$ cat src/rtl/mips_ctrl_pkg.sv
// mips_ctrl_pkg: opcodes, FSM states, ALUop codes and per-state control words for the multi-cycle MIPS controller
package mips_ctrl_pkg;

    localparam logic [5:0] OP_RTYPE = 6'b000000;
    localparam logic [5:0] OP_LW    = 6'b100011;
    localparam logic [5:0] OP_SW    = 6'b101011;
    localparam logic [5:0] OP_BEQ   = 6'b000100;
    localparam logic [5:0] OP_ADDI  = 6'b001000;
    localparam logic [5:0] OP_J     = 6'b000010;

    localparam logic [1:0] ALUOP_ADD   = 2'b00;
    localparam logic [1:0] ALUOP_SUB   = 2'b01;
    localparam logic [1:0] ALUOP_FUNCT = 2'b10;

    typedef enum logic [3:0] {
        FETCH, DECODE, MEMADR, MEMRD, MEMWB, MEMWR,
        EXEC, ALUWB, BEQ, ADDIEX, ADDIWB, JUMP
    } state_t;

    // Moore control word; ir_write/pc_write in FETCH and done in MEMWR are
    // further qualified by memory-ready in the controller.
    typedef struct packed {
        logic       iord;
        logic       mem_write;
        logic       ir_write;
        logic       pc_write;
        logic       branch;
        logic [1:0] pc_src;
        logic       alu_src_a;
        logic [1:0] alu_src_b;
        logic [1:0] alu_op;
        logic       reg_dst;
        logic       mem_to_reg;
        logic       reg_write;
        logic       done;
    } ctrl_t;

    function automatic logic is_legal(input logic [5:0] op);
        return op == OP_RTYPE || op == OP_LW || op == OP_SW ||
               op == OP_BEQ || op == OP_ADDI || op == OP_J;
    endfunction

    function automatic ctrl_t state_ctrl(input state_t s);
        ctrl_t c;
        c = '0;
        case (s)
            FETCH:   begin c.ir_write = 1'b1; c.pc_write = 1'b1; c.alu_src_b = 2'b01; end
            DECODE:  c.alu_src_b = 2'b11;
            MEMADR:  begin c.alu_src_a = 1'b1; c.alu_src_b = 2'b10; end
            MEMRD:   c.iord = 1'b1;
            MEMWB:   begin c.mem_to_reg = 1'b1; c.reg_write = 1'b1; c.done = 1'b1; end
            MEMWR:   begin c.iord = 1'b1; c.mem_write = 1'b1; c.done = 1'b1; end
            EXEC:    begin c.alu_src_a = 1'b1; c.alu_op = ALUOP_FUNCT; end
            ALUWB:   begin c.reg_dst = 1'b1; c.reg_write = 1'b1; c.done = 1'b1; end
            BEQ:     begin
                c.alu_src_a = 1'b1;
                c.alu_op    = ALUOP_SUB;
                c.pc_src    = 2'b01;
                c.branch    = 1'b1;
                c.done      = 1'b1;
            end
            ADDIEX:  begin c.alu_src_a = 1'b1; c.alu_src_b = 2'b10; end
            ADDIWB:  begin c.reg_write = 1'b1; c.done = 1'b1; end
            JUMP:    begin c.pc_src = 2'b10; c.pc_write = 1'b1; c.done = 1'b1; end
            default: c = '0;
        endcase
        return c;
    endfunction

endpackage

$ cat src/rtl/ALU_decoder.sv
// ALU_decoder: maps ALUop and funct to the 3-bit ALU function shared with the single-cycle core
module ALU_decoder (
    input  logic [1:0] ALUop,
    input  logic [5:0] funct,
    output logic [2:0] ALU_control
);

    // add for address/PC arithmetic, subtract for beq, otherwise decode funct
    always_comb begin
        ALU_control = ALUop[1] ? (funct == 6'b100010 ? 3'b110 :
                                  funct == 6'b100100 ? 3'b000 :
                                  funct == 6'b100101 ? 3'b001 :
                                  funct == 6'b101010 ? 3'b111 : 3'b010) :
                      ALUop[0] ? 3'b110 : 3'b010;
    end

endmodule

$ cat src/rtl/multicycle_controller.sv
// multicycle_controller: sequences the shared multi-cycle MIPS datapath, stalling on memory-ready
module multicycle_controller
    import mips_ctrl_pkg::*;
#(
    parameter bit USE_MEM_READY = 1'b1,
    parameter int OPC_W         = 6
) (
    input  logic             clk,
    input  logic             rst_n,
    input  logic [OPC_W-1:0] opcode,
    input  logic [OPC_W-1:0] funct,
    input  logic             zero,
    input  logic             mem_ready,
    output logic             IorD,
    output logic             MemWrite,
    output logic             IRWrite,
    output logic             pc_en,
    output logic [1:0]       PCSrc,
    output logic             ALUSrcA,
    output logic [1:0]       ALUSrcB,
    output logic [2:0]       ALU_control,
    output logic             RegDst,
    output logic             MemtoReg,
    output logic             RegWrite,
    output logic             instr_done,
    output logic             illegal_op
);

    state_t state, nxt;
    ctrl_t  ctrl;
    logic   ready;

    // memory handshake; forced low in reset so no ready-gated strobe leaks out
    assign ready = (mem_ready | ~USE_MEM_READY) & rst_n;

    // next state from current state, decoded opcode and memory handshake
    always_comb begin
        nxt = FETCH;
        case (state)
            FETCH:   nxt = ready ? DECODE : FETCH;
            DECODE:  nxt = (opcode == OP_LW || opcode == OP_SW) ? MEMADR :
                           opcode == OP_RTYPE ? EXEC   :
                           opcode == OP_BEQ   ? BEQ    :
                           opcode == OP_ADDI  ? ADDIEX :
                           opcode == OP_J     ? JUMP   : FETCH;
            MEMADR:  nxt = opcode == OP_LW ? MEMRD : MEMWR;
            MEMRD:   nxt = ready ? MEMWB : MEMRD;
            MEMWR:   nxt = ready ? FETCH : MEMWR;
            EXEC:    nxt = ALUWB;
            ADDIEX:  nxt = ADDIWB;
            default: nxt = FETCH;
        endcase
    end

    // state and its Moore control word registered together so outputs align with the state
    always_ff @(posedge clk or negedge rst_n) begin
        if (!rst_n) begin
            state <= FETCH;
            ctrl  <= state_ctrl(FETCH);
        end else begin
            state <= nxt;
            ctrl  <= state_ctrl(nxt);
        end
    end

    assign IorD       = ctrl.iord;
    assign MemWrite   = ctrl.mem_write;
    assign IRWrite    = ctrl.ir_write & ready;
    assign pc_en      = (ctrl.pc_write & (ready | ~ctrl.ir_write)) | (ctrl.branch & zero);
    assign PCSrc      = ctrl.pc_src;
    assign ALUSrcA    = ctrl.alu_src_a;
    assign ALUSrcB    = ctrl.alu_src_b;
    assign RegDst     = ctrl.reg_dst;
    assign MemtoReg   = ctrl.mem_to_reg;
    assign RegWrite   = ctrl.reg_write;
    assign instr_done = ctrl.done & (ready | ~ctrl.mem_write);
    assign illegal_op = (state == DECODE) & ~is_legal(opcode);

    ALU_decoder u_alu_dec (
        .ALUop       (ctrl.alu_op),
        .funct       (funct),
        .ALU_control (ALU_control)
    );

endmodule

$ cat config.mk
export PLATFORM = sky130hd
export DESIGN_NAME = multicycle_controller
export DESIGN_NICKNAME = d
export VERILOG_FILES = /design/src/rtl/mips_ctrl_pkg.sv /design/src/rtl/ALU_decoder.sv /design/src/rtl/multicycle_controller.sv
export SDC_FILE = /design/constraint.sdc
export NUM_CORES = 1
export LEC_CHECK = 0
export CAP_MARGIN = 30
export CORE_MARGIN = 5
export CORE_UTILIZATION = 47
export CTS_BUF_LIST = sky130_fd_sc_hd__clkbuf_4
export DETAILED_ROUTE_END_ITERATION = 16
export DONT_BUFFER_PORTS = 1
export PLACE_DENSITY = 0.64
export SLEW_MARGIN = 20
export SYNTH_ARGS = -nofsm -noshare
export SYNTH_HDL_FRONTEND = slang
export SYNTH_HIERARCHICAL = 1
export SYNTH_SLANG_ARGS = --single-unit
$ cat constraint.sdc
create_clock -name clk -period 1.87 [get_ports clk]
set_clock_uncertainty 0.1 [all_clocks]
set_input_delay 0.561 -clock clk [delete_from_list [all_inputs] [get_ports clk]]
set_output_delay 0.561 -clock clk [all_outputs]
set_load 0.01 [all_outputs]
After elaboration in Yosys (flattened, before gate mapping)
Index checks and enable logic that the tools add are counted.
{"block": "classes", "bitwise_logic": 12, "reduce_logical": 15, "muxes": 29, "eq_ne": 26}
{"op": "equality test 6 bit (second input constant)", "n": 6}
{"op": "one-hot mux 4 bit (7 select lines)", "n": 1}
{"op": "2-to-1 mux 3 bit", "n": 9}
{"op": "equality test 4 x 3 -> 1 bit (second input constant)", "n": 6}
{"op": "equality test 4 bit (second input constant)", "n": 5}
{"op": "2-to-1 mux 4 bit", "n": 5}
{"op": "equality test 4 x 2 -> 1 bit (second input constant)", "n": 4}
{"op": "2-to-1 mux 1 bit", "n": 11}
{"op": "equality test 4 x 1 -> 1 bit (second input constant)", "n": 2}
{"op": "zero test 4 bit", "n": 2}
{"op": "one-hot mux 2 bit (2 select lines)", "n": 2}
{"op": "AND 1 bit", "n": 6}
{"op": "equality test 6 x 2 -> 1 bit (second input constant)", "n": 1}
{"op": "equality test 6 x 3 -> 1 bit (second input constant)", "n": 1}
{"op": "equality test 6 x 4 -> 1 bit (second input constant)", "n": 1}
{"op": "zero test 6 bit", "n": 1}
{"op": "logical OR 1 bit", "n": 6}
{"op": "one-hot mux 2 bit (3 select lines)", "n": 1}
{"op": "OR reduction 2 bit", "n": 3}
{"op": "OR reduction 6 bit", "n": 1}
{"op": "OR reduction 4 bit", "n": 1}
{"op": "NOT 1 bit", "n": 3}
{"op": "bitwise OR 1 bit", "n": 3}
{"op": "OR reduction 3 bit", "n": 1}
{"block": "totals", "register_bits": 20, "inputBits": 16}

Longest topological paths before layout
{"block": "depth", "ltp_word": 10, "mapped_depth": 7}

Cells and area by module
Netlist, hierarchy kept.
{"mod": "multicycle_controller", "cells_each": 96, "seq_area_each_um2": 454.2, "area_each_um2": 978.4, "n_inst": 1}
{"mod": "ALU_decoder", "cells_each": 8, "seq_area_each_um2": 0.0, "area_each_um2": 63.8, "n_inst": 1}

Worst setup path after synthesis
No wires, ideal clock.
{"block": "synth_timing", "kind": "input-to-output", "from": "in funct[4]", "to": "out ALU_control[1]", "setup_slack_ns": -0.042, "path_buffers": 0, "stages": 2, "t_arrival_ns": 1.251, "required_ns": 1.209, "cell_sequence": "nand3b_1 -> or4b_1"}
{"block": "synth_between", "elab_chain_cells": 5, "elab_cells_between_ends": 7, "cone_classes": "3 x eq/ne; 4 x mux"}
{"item": "start, declared", "line": "multicycle_controller.sv:11", "source": "input logic [OPC_W-1:0] funct,"}
{"item": "equality test 6 bit", "line": "ALU_decoder.sv:12", "source": "funct == 6'b100101 ? 3'b001 :"}
{"item": "2-to-1 mux 3 bit", "line": "ALU_decoder.sv:12"}
{"item": "2-to-1 mux 3 bit", "line": "ALU_decoder.sv:11", "source": "funct == 6'b100100 ? 3'b000 :"}
{"item": "2-to-1 mux 3 bit * (2 in a row)", "line": "ALU_decoder.sv:10", "source": "ALU_control = ALUop[1] ? (funct == 6'b100010 ? 3'b110 :"}
{"item": "end, declared", "line": "multicycle_controller.sv:21", "source": "output logic [2:0] ALU_control,"}
Mark *: on every way between the ends. The rest lies on a longest branch, timed or not.

Worst setup path after layout
{"block": "layout_timing", "from": "reg state[2]", "to": "reg ctrl, in the netlist IorD"}
{"block": "layout_between", "elab_chain_cells": 5, "elab_cells_between_ends": 12, "cone_classes": "8 x eq/ne; 2 x mux; 2 x reduce/logical"}
{"item": "start, declared", "line": "multicycle_controller.sv:29", "source": "state_t state, nxt;"}
{"item": "start signal, assigned", "line": "multicycle_controller.sv:61", "source": "state <= nxt;"}
{"item": "equality test 4 bit, or another cell as far along", "line": "multicycle_controller.sv:39", "source": "case (state)"}
{"item": "one-hot mux 4 bit (7 select lines) *", "line": "multicycle_controller.sv:39"}
{"item": "equality test 4 x 3 -> 1 bit / equality test 4 x 2 -> 1 bit (equally long branches)", "line": "mips_ctrl_pkg.sv:46", "source": "case (s)"}
{"item": "OR reduction 2 bit (no source line) *"}
{"item": "2-to-1 mux 1 bit *", "line": "mips_ctrl_pkg.sv:46"}
{"item": "end signal, assigned", "line": "multicycle_controller.sv:59", "source": "ctrl <= state_ctrl(FETCH);"}
{"item": "end signal, assigned", "line": "multicycle_controller.sv:62", "source": "ctrl <= state_ctrl(nxt);"}
{"item": "end, declared", "line": "multicycle_controller.sv:30", "source": "ctrl_t ctrl;"}
Marks and branches as above.

==> results.sh <==
export IMPL_power_leakage_uw=0.000651
export IMPL_synth_top_area_cell="dfrtp_1"
export IMPL_cts_tree="done"
export IMPL_wirelength_mm=2.85
export IMPL_coreArea_um2=2170
export IMPL_cp_max_fo=5
export IMPL_ir_worst_vdd_mv=0.409
export IMPL_first_pass_iters=4
export IMPL_slew_headroom_pct=76.0
export IMPL_max_freq_mhz=490
export IMPL_fin_util_pct=66.2
export IMPL_ys_warn_count=6
export IMPL_synth_ff_type="dfrtp_1"
export IMPL_hold_class="input port to async pin"
export IMPL_io_pins=33
export IMPL_cts_htree_levels=1
export IMPL_yosysUniqueCellTypes=47
export IMPL_fill_cells=157
export IMPL_viasPerCell=5.82
export IMPL_synthCells=104
export IMPL_max_stage_delay_ns=0.45
export IMPL_cp_cell_sequence="buf_4 > buf_6 > buf_6 > mux2i_2 > o311a_1 > or3_4 > o22ai_2"
export IMPL_grt_max_degree=19
export IMPL_ys_seq_area_share_pct=43.6
export IMPL_synth_edf_count=0
export IMPL_fp_dieH_um=57.1
export IMPL_min_period_ns=2.04
export IMPL_outcome="finished, violations left"
export IMPL_syn_cell_area_um2=1040
export IMPL_slowest_stage="dfrtp_2"
export IMPL_wl_per_cell_um=17.9
export IMPL_hold_violations=0
export IMPL_cts_buffer_depth=2
export IMPL_avgSynthCellArea_um2=10.0
export IMPL_rsz0062_at_grt="true"
export IMPL_synth_common_cells="dfrtp_1 (15), inv_1 (7), nor2_1 (6), nor3_1 (6), o21ai_0 (6)"
export IMPL_synth_nets=120
export IMPL_initial_core_util_pct=48.0
export IMPL_post_route_period_util_pct=109
export IMPL_gp_congestion=0.920
export IMPL_reg2reg_from="state[2]$_DFF_PN0_"
export IMPL_synth_most_common_cell="dfrtp_1"
export IMPL_path_class="register to register"
export IMPL_worst_pin_slew_ns=0.357
export IMPL_nets=148
export IMPL_r2r_end="IorD$_DFF_PN0_"
export IMPL_portBuffers=0
export IMPL_grt_first_pass_wirelength_mm=4.28
export IMPL_track_usage_pct=16.8
export IMPL_cts_root_buf="clkbuf_4"
export IMPL_dp_hpwl_mm=1.83
export IMPL_worstSkewPairLatency_ns=0.30
export IMPL_fin_ws_ns=-0.169
export IMPL_crit_start="state[2]$_DFF_PN0_"
export IMPL_synth_area_leaders="dfrtp_1 (36%), dfstp_2 (7.6%), nor3_1 (2.9%)"
export IMPL_drive_above_1_share_pct=51.9
export IMPL_die_w_um=57.1
export IMPL_worst_r2r_setup_slack_ns=-0.17
export IMPL_ff2ff_path_depth=7
export IMPL_power_density_nw_per_um2=603
export IMPL_clkTransAtPathRegs_ns=0.10
export IMPL_ant_nets=0
export IMPL_maxCapViolations=0
export IMPL_route_detailed_drc=0
export IMPL_worstPathArrival_ns=2.17
export IMPL_crit_path_frequent_cell="buf_6"
export IMPL_totalPowerFinal_uw=867
export IMPL_row_count=17
export IMPL_drt_iter0_drc=52
export IMPL_required_ns=2.00
export IMPL_antenna_found_initial=0
export IMPL_violations="setup timing"
export IMPL_critPathLaunchType="register"
export IMPL_dieArea_um2=3260
export IMPL_end_kind="register"
export IMPL_setup_viol=9
export IMPL_setup_tns_ns=-0.950
export IMPL_areaGrowthSynthToFinish_pct=37.8
export IMPL_grt_ovfl_total=0
export IMPL_synthDominantCellAreaShare_pct=36.0
export IMPL_fin_hold_ws_ns=0.453
export IMPL_vias=926
export IMPL_grt_pass1_vias=939
export IMPL_async_flop_share_pct=100
export IMPL_clock_sinks=18
export IMPL_cts_buffers=3
export IMPL_synth_seq_cells=18
export IMPL_slew_viol_final=0
export IMPL_num_antenna_cells=0
[through the flow]
step / area [µm²] / instances / setup WS [ns]
finish: 1440 / 159 / -0.169
detailed placement: 1160 / 144 / -0.0746
CTS: 1240 / 151 / -0.158
global route: 1440 / 159 / -0.217
floorplan: 1050 / 104 / -0.0234
global placement: 1160 / 144 / -0.102
[area by class of cell]
type	count	area, µm²	share of cell area, %
clock inverter	1	3.75	0.261
timing repair buffer	30	246	17.2
inverter	8	32.5	2.26
multi-input combinational	71	638	44.4
clock buffer	3	22.5	1.57
sequential	18	458	31.9
tap	28	35.0	2.44
[logic make-up after synthesis]
family                    after synthesis  synth area share [%]
xor gates and xnor gates                1                 0.840
muxes                                   1                 0.960
DFF                                    18                  43.6
AOI/OAI and AO/OA                      26                  18.7
and+or+nand+nor                        43                  27.1
buffers and inverters                  15                  8.76
[critical path: cells and delay by family (launching register included)]
| family | cells | cell delay [ns] |
|---|---|---|
| AND/OR/NAND/NOR | 1 | 0.41 |
| buffers and inverters | 3 | 0.39 |
| AO/OA/AOI/OAI | 2 | 0.47 |
| multiplexers | 1 | 0.15 |
| flip-flops | 1 | 0.45 |
[layout by cell type, fill, tap and decap left out, drive strengths merged, types with 2 or more instances in the layout]
cell type | Yosys | layout
dfrtp | 15 | 15
and3 | 2 | 2
nor4b | 2 | 2
nand3b | 3 | 3
clkbuf | 0 | 3
o22ai | 2 | 2
nand4bb | 2 | 2
dfstp | 3 | 3
nor2b | 3 | 3
nand4 | 2 | 2
a21oi | 4 | 4
and2 | 2 | 2
nor3 | 6 | 6
buf | 7 | 29
nand3 | 2 | 2
nand2 | 5 | 5
o21ai | 7 | 7
nor2 | 6 | 6
inv | 8 | 8
o211ai | 3 | 3
a21boi | 2 | 2
[metal layers]
| metal | wire, µm | vias up | GRT usage (%) |
|---|---|---|---|
| met5 | 0 | - | 0 |
| met2 | 1500 | 46 | 27.7 |
| li1 | - | 431 | - |
| met4 | 69 | 0 | 8.28 |
| met3 | 247 | 9 | 5.66 |
| met1 | 1030 | 440 | 19.3 |
[worst max-delay path by stage]
stage | cells after the start | to | slack, ns
2_1_floorplan | 2 | ALU_control[1] | -0.02
3_3_place_gp | 6 | ctrl[12]$_DFF_PN1_ | -0.10
3_5_place_dp | 6 | ctrl[12]$_DFF_PN1_ | -0.07
4_1_cts | 4 | illegal_op | -0.16
5_1_grt | 7 | IorD$_DFF_PN0_ | -0.22
6_report | 7 | IorD$_DFF_PN0_ | -0.17
[flip-flops by register name (all words and copies together) (netlist names)]
signal    cells
RegWrite      1
RegDst        1
MemWrite      1
PCSrc         2
IorD          1
ctrl          4
ALUSrcA       1
ALUSrcB       2
MemtoReg      1
state         4
[where the power goes]
part | internal [µW] | switching, µW | total (µW) | leakage (µW)
clock | 78.0 | 127 | 205 | 0.0000154
sequential | 420 | 20.5 | 440 | 0.000234
combinational | 113 | 108 | 221 | 0.000402
[repair_timing]
item                                   CTS  global route
gates cloned                             0             0
endpoints found under the hold margin   18             0
pin swaps                                0            10
buffers inserted                         2             7
resized for setup                        8            31
setup endpoints to repair                7            14
hold buffers                             1             0
No activity file was read; power rests on OpenSTA's default activity.
